**src/rtl/cgp_eval_pkg.sv**
```systemverilog
// Shared types and sizing helpers for the CGP exhaustive fitness evaluators.
package cgp_eval_pkg;

    typedef enum logic [1:0] {
        IDLE   = 2'd0,
        SWEEP  = 2'd1,
        DRAIN  = 2'd2,
        DONE_P = 2'd3
    } eval_state_e;

    // Squarer benchmark: 5-bit operand, 8 kept output bits
    localparam int unsigned SQ_N_IN  = 5;
    localparam int unsigned SQ_N_OUT = 8;

    // Width that holds 2^n_in * n_out without overflow
    function automatic int unsigned err_w(input int unsigned n_in, input int unsigned n_out);
        return n_in + $clog2(n_out + 1);
    endfunction

endpackage

```
**src/rtl/exhaustive_fitness_evaluator_if.sv**
```systemverilog
// Harness-side bundle: sweep control, candidate/golden responses and fitness results.
interface exhaustive_fitness_evaluator_if
    import cgp_eval_pkg::*;
#(
    parameter int unsigned N_IN  = SQ_N_IN,
    parameter int unsigned N_OUT = SQ_N_OUT
);
    localparam int unsigned ERR_W = err_w(N_IN, N_OUT);

    logic              start;
    logic [N_IN-1:0]   dut_in;
    logic [N_OUT-1:0]  dut_out;
    logic [N_OUT-1:0]  ref_out;
    logic              busy;
    logic              done;
    logic [ERR_W-1:0]  err_count;
    logic [N_OUT-1:0]  err_mask;
    logic              perfect;

    // Evaluator side
    modport master (
        input  start, dut_out, ref_out,
        output dut_in, busy, done, err_count, err_mask, perfect
    );

    // Environment side: launches sweeps, hosts candidate and golden circuits
    modport slave (
        output start, dut_out, ref_out,
        input  dut_in, busy, done, err_count, err_mask, perfect
    );

endinterface

```
**src/rtl/popcount_n.sv**
```systemverilog
// Combinational population count of a W-bit vector.
module popcount_n #(
    parameter int unsigned W = 8,
    localparam int unsigned CW = $clog2(W + 1)
) (
    input  logic [W-1:0]  vec,
    output logic [CW-1:0] count_c
);

    always_comb begin
        count_c = '0;
        for (int i = 0; i < W; i++) begin
            count_c = count_c + CW'(vec[i]);
        end
    end

endmodule

```
**src/rtl/exhaustive_fitness_evaluator.sv**
```systemverilog
// Sweeps every input vector through a candidate circuit and accumulates Hamming
// error against the golden netlist: total count, per-bit mask and perfect flag.
module exhaustive_fitness_evaluator
    import cgp_eval_pkg::*;
#(
    parameter int unsigned N_IN  = SQ_N_IN,
    parameter int unsigned N_OUT = SQ_N_OUT,
    parameter int unsigned PIPE  = 0
) (
    input  logic                            clk,
    input  logic                            rst,
    exhaustive_fitness_evaluator_if.master  bus
);

    localparam int unsigned ERR_W = err_w(N_IN, N_OUT);
    localparam int unsigned CW    = $clog2(N_OUT + 1);
    localparam logic [N_IN-1:0] LAST_VEC = '1;

    eval_state_e       state;
    logic [N_IN-1:0]   vec;
    logic              busy;
    logic              done;
    logic [ERR_W-1:0]  err_count;
    logic [N_OUT-1:0]  err_mask;
    logic              perfect;

    logic [N_OUT-1:0]  diff_c;
    logic              acc_en_c;
    logic [CW-1:0]     ones_c;
    logic [ERR_W-1:0]  count_next_c;
    logic [N_OUT-1:0]  mask_next_c;

    // Operand source: live responses, or a registered pair one vector behind
    if (PIPE != 0) begin : g_pipe
        logic [N_OUT-1:0] cap_out;
        logic [N_OUT-1:0] cap_ref;
        logic             cap_vld;

        always_ff @(posedge clk) begin
            if (rst) begin
                cap_out <= '0;
                cap_ref <= '0;
                cap_vld <= 1'b0;
            end else begin
                cap_vld <= (state == SWEEP);
                if (state == SWEEP) begin
                    cap_out <= bus.dut_out;
                    cap_ref <= bus.ref_out;
                end
            end
        end

        assign diff_c   = cap_out ^ cap_ref;
        assign acc_en_c = cap_vld && ((state == SWEEP) || (state == DRAIN));
    end else begin : g_direct
        assign diff_c   = bus.dut_out ^ bus.ref_out;
        assign acc_en_c = (state == SWEEP);
    end

    popcount_n #(.W(N_OUT)) u_popcount (
        .vec     (diff_c),
        .count_c (ones_c)
    );

    assign count_next_c = acc_en_c ? (err_count + ERR_W'(ones_c)) : err_count;
    assign mask_next_c  = acc_en_c ? (err_mask | diff_c) : err_mask;

    always_ff @(posedge clk) begin
        if (rst) begin
            state     <= IDLE;
            vec       <= '0;
            busy      <= 1'b0;
            done      <= 1'b0;
            err_count <= '0;
            err_mask  <= '0;
            perfect   <= 1'b0;
        end else begin
            done      <= 1'b0;
            err_count <= count_next_c;
            err_mask  <= mask_next_c;
            case (state)
                IDLE: begin
                    if (bus.start) begin
                        err_count <= '0;
                        err_mask  <= '0;
                        perfect   <= 1'b0;
                        vec       <= '0;
                        busy      <= 1'b1;
                        state     <= SWEEP;
                    end
                end
                SWEEP: begin
                    // Counter parks on the last vector until the next start
                    if (vec == LAST_VEC) begin
                        if (PIPE != 0) begin
                            state <= DRAIN;
                        end else begin
                            state   <= DONE_P;
                            busy    <= 1'b0;
                            done    <= 1'b1;
                            perfect <= (count_next_c == '0);
                        end
                    end else begin
                        vec <= vec + N_IN'(1);
                    end
                end
                DRAIN: begin
                    state   <= DONE_P;
                    busy    <= 1'b0;
                    done    <= 1'b1;
                    perfect <= (count_next_c == '0);
                end
                DONE_P: begin
                    state <= IDLE;
                end
                default: begin
                    state <= IDLE;
                end
            endcase
        end
    end

    assign bus.dut_in    = vec;
    assign bus.busy      = busy;
    assign bus.done      = done;
    assign bus.err_count = err_count;
    assign bus.err_mask  = err_mask;
    assign bus.perfect   = perfect;

endmodule

```
**src/flat_wrapper.sv**
```systemverilog
// flat-port wrapper written by rule: the top's interface ports become plain ports
module exhaustive_fitness_evaluator_flat import cgp_eval_pkg::*;
#(
    parameter int unsigned N_IN  = SQ_N_IN,
    parameter int unsigned N_OUT = SQ_N_OUT,
    parameter int unsigned PIPE  = 0
)
  (clk, rst, bus_start, bus_dut_out, bus_ref_out, bus_dut_in, bus_busy, bus_done, bus_err_count, bus_err_mask, bus_perfect);
  exhaustive_fitness_evaluator_if #(.N_IN(N_IN), .N_OUT(N_OUT)) bus_i ();
  input  logic clk;
  input  logic rst;
  input wire logic [$bits(bus_i.start)-1:0] bus_start;
  input wire logic [$bits(bus_i.dut_out)-1:0] bus_dut_out;
  input wire logic [$bits(bus_i.ref_out)-1:0] bus_ref_out;
  output wire logic [$bits(bus_i.dut_in)-1:0] bus_dut_in;
  output wire logic [$bits(bus_i.busy)-1:0] bus_busy;
  output wire logic [$bits(bus_i.done)-1:0] bus_done;
  output wire logic [$bits(bus_i.err_count)-1:0] bus_err_count;
  output wire logic [$bits(bus_i.err_mask)-1:0] bus_err_mask;
  output wire logic [$bits(bus_i.perfect)-1:0] bus_perfect;
  assign bus_i.start = bus_start;
  assign bus_i.dut_out = bus_dut_out;
  assign bus_i.ref_out = bus_ref_out;
  assign bus_dut_in = bus_i.dut_in;
  assign bus_busy = bus_i.busy;
  assign bus_done = bus_i.done;
  assign bus_err_count = bus_i.err_count;
  assign bus_err_mask = bus_i.err_mask;
  assign bus_perfect = bus_i.perfect;
  exhaustive_fitness_evaluator #(.N_IN(N_IN), .N_OUT(N_OUT), .PIPE(PIPE)) u_core (.clk(clk), .rst(rst), .bus(bus_i));
endmodule
```
**config.mk**
```make
export PLATFORM = sky130hd
export DESIGN_NAME = exhaustive_fitness_evaluator_flat
export DESIGN_NICKNAME = d
export VERILOG_FILES = /design/src/rtl/cgp_eval_pkg.sv /design/src/rtl/exhaustive_fitness_evaluator_if.sv /design/src/rtl/popcount_n.sv /design/src/rtl/exhaustive_fitness_evaluator.sv /design/src/flat_wrapper.sv
export SDC_FILE = /design/constraint.sdc
export NUM_CORES = 1
export LEC_CHECK = 0
export BUFFER_PORTS_ARGS = -buffer_cell sky130_fd_sc_hd__buf_2
export CAP_MARGIN = 20
export CORE_ASPECT_RATIO = 0.9
export CORE_UTILIZATION = 28
export CTS_BUF_LIST = sky130_fd_sc_hd__clkbuf_8
export DETAILED_ROUTE_END_ITERATION = 8
export PLACE_DENSITY = 0.52
export SLEW_MARGIN = 10
export SYNTH_ARGS = -nofsm -noshare
export SYNTH_HDL_FRONTEND = slang
export SYNTH_HIERARCHICAL = 1
export SYNTH_SLANG_ARGS = --single-unit
export TNS_END_PERCENT = 50
```
**constraint.sdc**
```tcl
create_clock -name clk -period 4.7 [get_ports clk]
set_input_delay 0.235 -clock clk [delete_from_list [all_inputs] [get_ports clk]]
set_output_delay 0.235 -clock clk [all_outputs]
set_load 0.02 [all_outputs]
```
==> metrics.md, run 1 <==
| Metric | Value |
|---|---|
| Buf/Inv on CP | `5` |
| Final Non-Filler Cells | `292` |
| Hold Buf Count CTS | `0` |
| Critical path arrival | `4.23 ns` |
| Worst Tran Pin Value | `0.870 ns` |
| VDD IR-drop max | `0.235 mV` |
| Clock skew | `0.0141 ns` |
| Share of layout cells above drive strength 1 | `0.270` |
| Most frequent cells after synthesis | `29 x nor2_1, 27 x dfxtp_1, 19 x inv_1` |
| Final period utilization | `0.857` |
| Slowest stage delay, CP | `0.51 ns` |
| Critical Path Fanout Max | `2` |
| Worst endpoint required time | `4.90 ns` |
| Final setup violation count | `0` |
| Leak Pwr | `0.944 nW` |
| Fin. Hold Viols | `0` |
| IO buf count | `43` |
| Fillers | `614` |
| First-pass GRT wire length | `5.49 mm` |
| ANT nets after route | `0` |
| Total die area | `6190 um2` |
| CTS tree | `yes` |
| Cell count after synthesis | `180` |
| Final Critical Period | `4.03 ns` |
| Crit-path leading delay family | `adder cells` |
| Critical path class | `primary input to flop` |
| CP endpoint kind | `flop` |
| Startpoint Class | `primary input` |
| Die Height | `74.7 um` |
| Core Area | `5660 um2` |
| Area grow syn2layout | `19.5%` |
| Post-route cell area | `1970 um2` |
| Power Dens Cells | `435 nW/um2` |
| Placed cells | `288` |
| Num CTS Buffers | `3` |
| CTS root buf | `clkbuf_8` |
| CP cell instances | `buf_2 > xor2_1 > inv_1 > fa_1 > fa_1 > fa_1 > inv_1 > ha_1 > inv_1 > fa_1 > inv_1 > fa_1 > a211o_1 > nand4_2 > xor2_2 > o211ai_1 > o32ai_2` |
| Post-cts resize count | `0` |
| Post-CTS Setup Bufs | `0` |
| Status | `complete, no violations` |
| Final Max Tran Viols | `0` |
| Via density | `4.43` |
| Post-Syn Area | `1650 um2` |
| NumNets Final | `261` |
| Number of synthesized flops with an enable pin | `0` |
| Initial antenna violation count | `0` |
| DRT iter0 DRCs | `45` |
| Dominant cell type by area after synthesis | `dfxtp_1` |
| Critical Path Most Common Cell | `fa_1` |
| Routed wire length | `3.19 mm` |
| Antenna cell count | `0` |
| Post-synthesis net count | `218` |
| FP Rows | `26` |
| Synth top area cells | `dfxtp_1 33%, ha_1 11%, nor2_1 6.6%, fa_1 6.1%, xor2_1 5.9%` |
| Top-count cell post-synth | `nor2_1` |
| Vias in the first global route | `1161` |
| Grt ovf | `0` |
| Worst-path clk slew | `0.10 ns` |
| DP HPWL | `2.43 mm` |
| Largest net degree at the start of global routing | `23` |
| Clk_lat worst skew | `0.28 ns` |
| RSZ-0062 raised after global routing | `false` |
| All-layer global routing usage | `0.110` |
| Setup tns final | `0 ns` |
| Placed Area | `1920 um2` |
| Yosys Warn Count | `6` |
| Fraction of registers with async set/reset | `0` |
| 1st-pass router iterations | `4` |
| CTS H-tree lvls | `1` |
| DIE WIDTH | `82.8 um` |
| Synthesized flop and latch total | `27` |
| Most used flip-flop cell after synthesis | `dfxtp_1` |
| Ports | `44` |
| Sequential area share after synthesis | `0.329` |
| Yosys top cell area share | `0.329` |
| Starting Density | `0.291` |
| Critical path's slowest cell | `fa_1` |
| Residual DRC | `0` |
| Clock Sinks | `27` |
| Wire per inst | `10.9 um` |
| Max clock buf depth | `2` |
| Hold/Removal Path Class | `primary input to flop` |
| Maxcap violations | `0` |
| RD Place Congestion | `0.692` |
| Max Fclk | `0.248 GHz` |
| Post-Syn Area per Cell | `9.14 um2` |
| Yosys cell types | `38` |
| Slew margin rel. | `0.420` |
| Total number of vias | `1294` |
-- layer usage --
metal | vias up | wire length (um) | GRT usage
met4 | 0 | 22 | 0.0230
li1 | 680 | - | -
met1 | 591 | 1640 | 0.154
met2 | 21 | 1420 | 0.175
met5 | - | 0 | 0
met3 | 2 | 113 | 0.0285
-- layout make-up --
| cell class | instances | area, um2 | share of cell area |
|---|---|---|---|
| flip-flops and latches | 27 | 541 | 0.275 |
| repair buffers | 43 | 215 | 0.109 |
| clock inverters | 1 | 5.00 | 0.00254 |
| multi-input cells | 129 | 1010 | 0.511 |
| well taps | 70 | 87.6 | 0.0445 |
| inverters | 19 | 71.3 | 0.0363 |
| clock buffers | 3 | 41.3 | 0.0210 |
-- worst register-to-register path: cells and delay by family (launching register included) --
kind	cells	cell delay, ns
fa+ha+maj	1	0.72
compound gates	2	0.53
flops	1	0.36
simple gates	2	0.32
mux	1	0.21
buf+inv	1	0.09
-- power by group --
part | internal, mW | total (mW) | switching [mW]
combinational | 0.183 | 0.432 | 0.249
sequential | 0.261 | 0.289 | 0.0280
clock | 0.0595 | 0.134 | 0.0746
total | 0.504 | 0.855 | 0.352
-- sequential cells by signal, indices dropped and copies added, names as in the netlist --
register and flops:
u_core/bus.err_count 9, u_core/bus.perfect 1, u_core/bus.err_mask 8, u_core/bus.busy 1, u_core/bus.dut_in 5, u_core/state 2, u_core/bus.done 1
-- per-stage QoR --
| step | worst slack [ns] | utilization | hold WS, ns | power [mW] |
|---|---|---|---|---|
| after floorplan | 0.720 | - | 0.468 | 0.640 |
| after global placement | 0.404 | 0.339 | 0.448 | 0.731 |
| after detailed placement | 0.373 | 0.339 | 0.454 | 0.733 |
| after CTS | 0.653 | 0.347 | 0.270 | 0.874 |
| after global routing | 0.460 | 0.347 | 0.281 | 0.948 |
| final | 0.670 | 0.347 | 0.276 | 0.855 |
-- placed cells by master (no fill, tap or decap), types with 3 or more instances in the layout --
cell type,netlist,final
buf_2,1,43
xnor2_1,8,8
ha_1,14,14
xor2_1,11,11
dfxtp_1,27,27
a21oi_1,17,17
nand2_1,4,4
nand2b_1,3,3
mux2i_1,4,4
nor2_1,29,29
clkbuf_8,0,3
inv_1,19,19
nand4_1,3,3
fa_1,5,5
-- path summary, 6_finish.rpt --
kind / startpoint / end / slack, ns / cells past startpoint
max: bus_ref_out[1] / u_core/bus.perfect$_SDFFE_PP0P_ / 0.67 / 17
min: rst / u_core/state[1]$_SDFFE_PP0P_ / 0.28 / 2
max reg2reg: u_core/state[1]$_SDFFE_PP0P_ / u_core/bus.perfect$_SDFFE_PP0P_ / 2.41 / 7
min reg2reg: u_core/bus.err_mask[1]$_SDFF_PP0_ / u_core/bus.err_mask[1]$_SDFF_PP0_ / 0.47 / 2
-- cells by family after synthesis --
family | synth area share
xor gates and xnor gates | 0.111
DFF | 0.329
and+or+nand+nor | 0.175
AOI/OAI and AO/OA | 0.134
buffers and inverters | 0.0601
muxes | 0.0243
adders and majority gates | 0.167
(Power assumes the default switching activity.)
==> run 2, diff against run 1 <==
==> constraint.sdc (replaced) <==
create_clock -name clk -period 4.7 [get_ports clk]
set_input_delay 0.94 -clock clk [delete_from_list [all_inputs] [get_ports clk]]
set_output_delay 0.94 -clock clk [all_outputs]
set_load 0.02 [all_outputs]
==> run 2 against run 1 <==
Against the previous run:
- sequential cell count is the same
- die area unchanged
- hold slack improved by 0.19 ns
- via count up 1.5%
- core utilization increased by 2.7 points
- combinational power increased by 16%
- maximum frequency shrank 13%
- setup slack got worse by 0.61 ns
- critical endpoint unchanged
- largest cell class unchanged
==> metrics.md, run 2 (synthesis results as in run 1) <==
| Metric | Value |
|---|---|
| Largest net degree at the start of global routing | `23` |
| Power Dens Cells | `435 nW/um2` |
| Final Max Tran Viols | `0` |
| Final period utilization | `0.987` |
| Num CTS Buffers | `3` |
| Wire per inst | `11.1 um` |
| Clk_lat worst skew | `0.27 ns` |
| Total die area | `6190 um2` |
| Grt ovf | `0` |
| IO buf count | `43` |
| Maxcap violations | `0` |
| Leak Pwr | `1.01 nW` |
| Status | `complete, no violations` |
| Critical Path Fanout Max | `2` |
| Core Area | `5660 um2` |
| CP cell instances | `buf_8 > xor2_4 > inv_2 > fa_1 > fa_1 > fa_1 > inv_1 > ha_2 > inv_2 > fa_2 > inv_2 > fa_2 > a211o_1 > nand4_2 > xor2_2 > o211ai_1 > o32ai_2` |
| Hold/Removal Path Class | `flop to flop` |
| Critical path's slowest cell | `fa_1` |
| Fin. Hold Viols | `0` |
| DIE WIDTH | `82.8 um` |
| CP endpoint kind | `flop` |
| Min Hold Slack | `0.470 ns` |
| CTS root buf | `clkbuf_8` |
| NumNets Final | `271` |
| FP Rows | `26` |
| Placed cells | `295` |
| Final Critical Period | `4.64 ns` |
| Commonest non-fill, non-tap cell in the layout | `buf_2` |
| Max Fclk | `0.216 GHz` |
| CTS tree | `yes` |
| Clock Sinks | `27` |
| Initial antenna violation count | `0` |
| 1st-pass router iterations | `4` |
| RD Place Congestion | `0.741` |
| Hold Buf Count CTS | `0` |
| Routed wire length | `3.35 mm` |
| Antenna cell count | `0` |
| Worst Tran Pin Value | `0.888 ns` |
| Worst-path clk slew | `0.09 ns` |
| DP HPWL | `2.51 mm` |
| CTS H-tree lvls | `1` |
| Via density | `4.35` |
| Crit-path leading delay family | `adder cells` |
| Die Height | `74.7 um` |
| Slew margin rel. | `0.408` |
| Final setup violation count | `0` |
| Critical path class | `primary input to flop` |
| VDD IR-drop max | `0.205 mV` |
| Final Non-Filler Cells | `302` |
| Share of layout cells above drive strength 1 | `0.349` |
| First-pass GRT wire length | `5.35 mm` |
| Total number of vias | `1313` |
| ANT nets after route | `0` |
| Max reg flops | `9` |
| Ports | `44` |
| Slowest stage delay, CP | `0.54 ns` |
| Worst slack, placed | `-0.256 ns` |
| Residual DRC | `0` |
| Clock skew | `0.00457 ns` |
| Vias in the first global route | `1181` |
| RSZ-0062 raised after global routing | `true` |
| DRT iter0 DRCs | `60` |
| Fillers | `609` |
| Critical path arrival | `4.83 ns` |
| Most flops, register | `u_core/bus.err_count` |
| Most frequent cells in the layout | `40 x buf_2, 29 x nor2_1, 27 x dfxtp_1` |
| PnR worst setup slack | `0.0629 ns` |
| All-layer global routing usage | `0.107` |
| Worst endpoint required time | `4.90 ns` |
| Starting Density | `0.291` |
| Max clock buf depth | `2` |
| Startpoint Class | `primary input` |
| Area grow syn2layout | `28.9%` |
| Buf/Inv on CP | `5` |
## run 2: tightest hold or removal path: cells and delay by family, from the launching register on
family	cells	cell delay, ns
compound gates	1	0.04
flops	1	0.33
simple gates	1	0.07
## run 2: layout make-up
type	instances	area, um2	share of cell area
multi-input cells	129	1060	0.501
flip-flops and latches	27	541	0.255
repair buffers	53	313	0.147
well taps	70	87.6	0.0413
inverters	19	71.3	0.0336
clock buffers	3	41.3	0.0195
clock inverters	1	3.75	0.00177
## run 2: stage by stage
stage          area (um2)  total power [mW]  setup TNS (ns)  utilization
3_3_place_gp         1970             0.758          -0.559        0.349
3_5_place_dp         1970             0.757          -0.692        0.349
2_1_floorplan        1650             0.640               0            -
6_report             2120             0.923               0        0.375
4_1_cts              2020             0.894               0        0.357
5_1_grt              2120              1.01          -0.234        0.375
## run 2: repair_timing
action	4_1_cts	5_1_grt
setup buffers	0	3
gates resized for setup	0	17
endpoints found under the setup margin	0	6
## run 2: path summary, 6_finish.rpt
check	slack (ns)	depth (start not counted)	to	from
worst max-delay path	0.06	17	u_core/bus.perfect$_SDFFE_PP0P_	bus_dut_out[3]
worst min-delay path	0.47	2	u_core/bus.err_mask[2]$_SDFF_PP0_	u_core/bus.err_mask[2]$_SDFF_PP0_
worst max register to register	2.35	6	u_core/bus.perfect$_SDFFE_PP0P_	u_core/state[0]$_SDFFE_PP0P_
worst min register to register	0.47	2	u_core/bus.err_mask[2]$_SDFF_PP0_	u_core/bus.err_mask[2]$_SDFF_PP0_
## run 2: power breakdown
part           internal, mW  switching [mW]
Combinational         0.233           0.269
Clock                0.0586          0.0721
Sequential            0.261          0.0289
## run 2: layer usage
metal / vias up / part of all wire / GRT usage
met5: - / 0 / 0
met4: 0 / 0.0039 / 0.0172
met3: 2 / 0.055 / 0.0318
met2: 29 / 0.44 / 0.169
met1: 584 / 0.50 / 0.147
li1: 698 / - / -
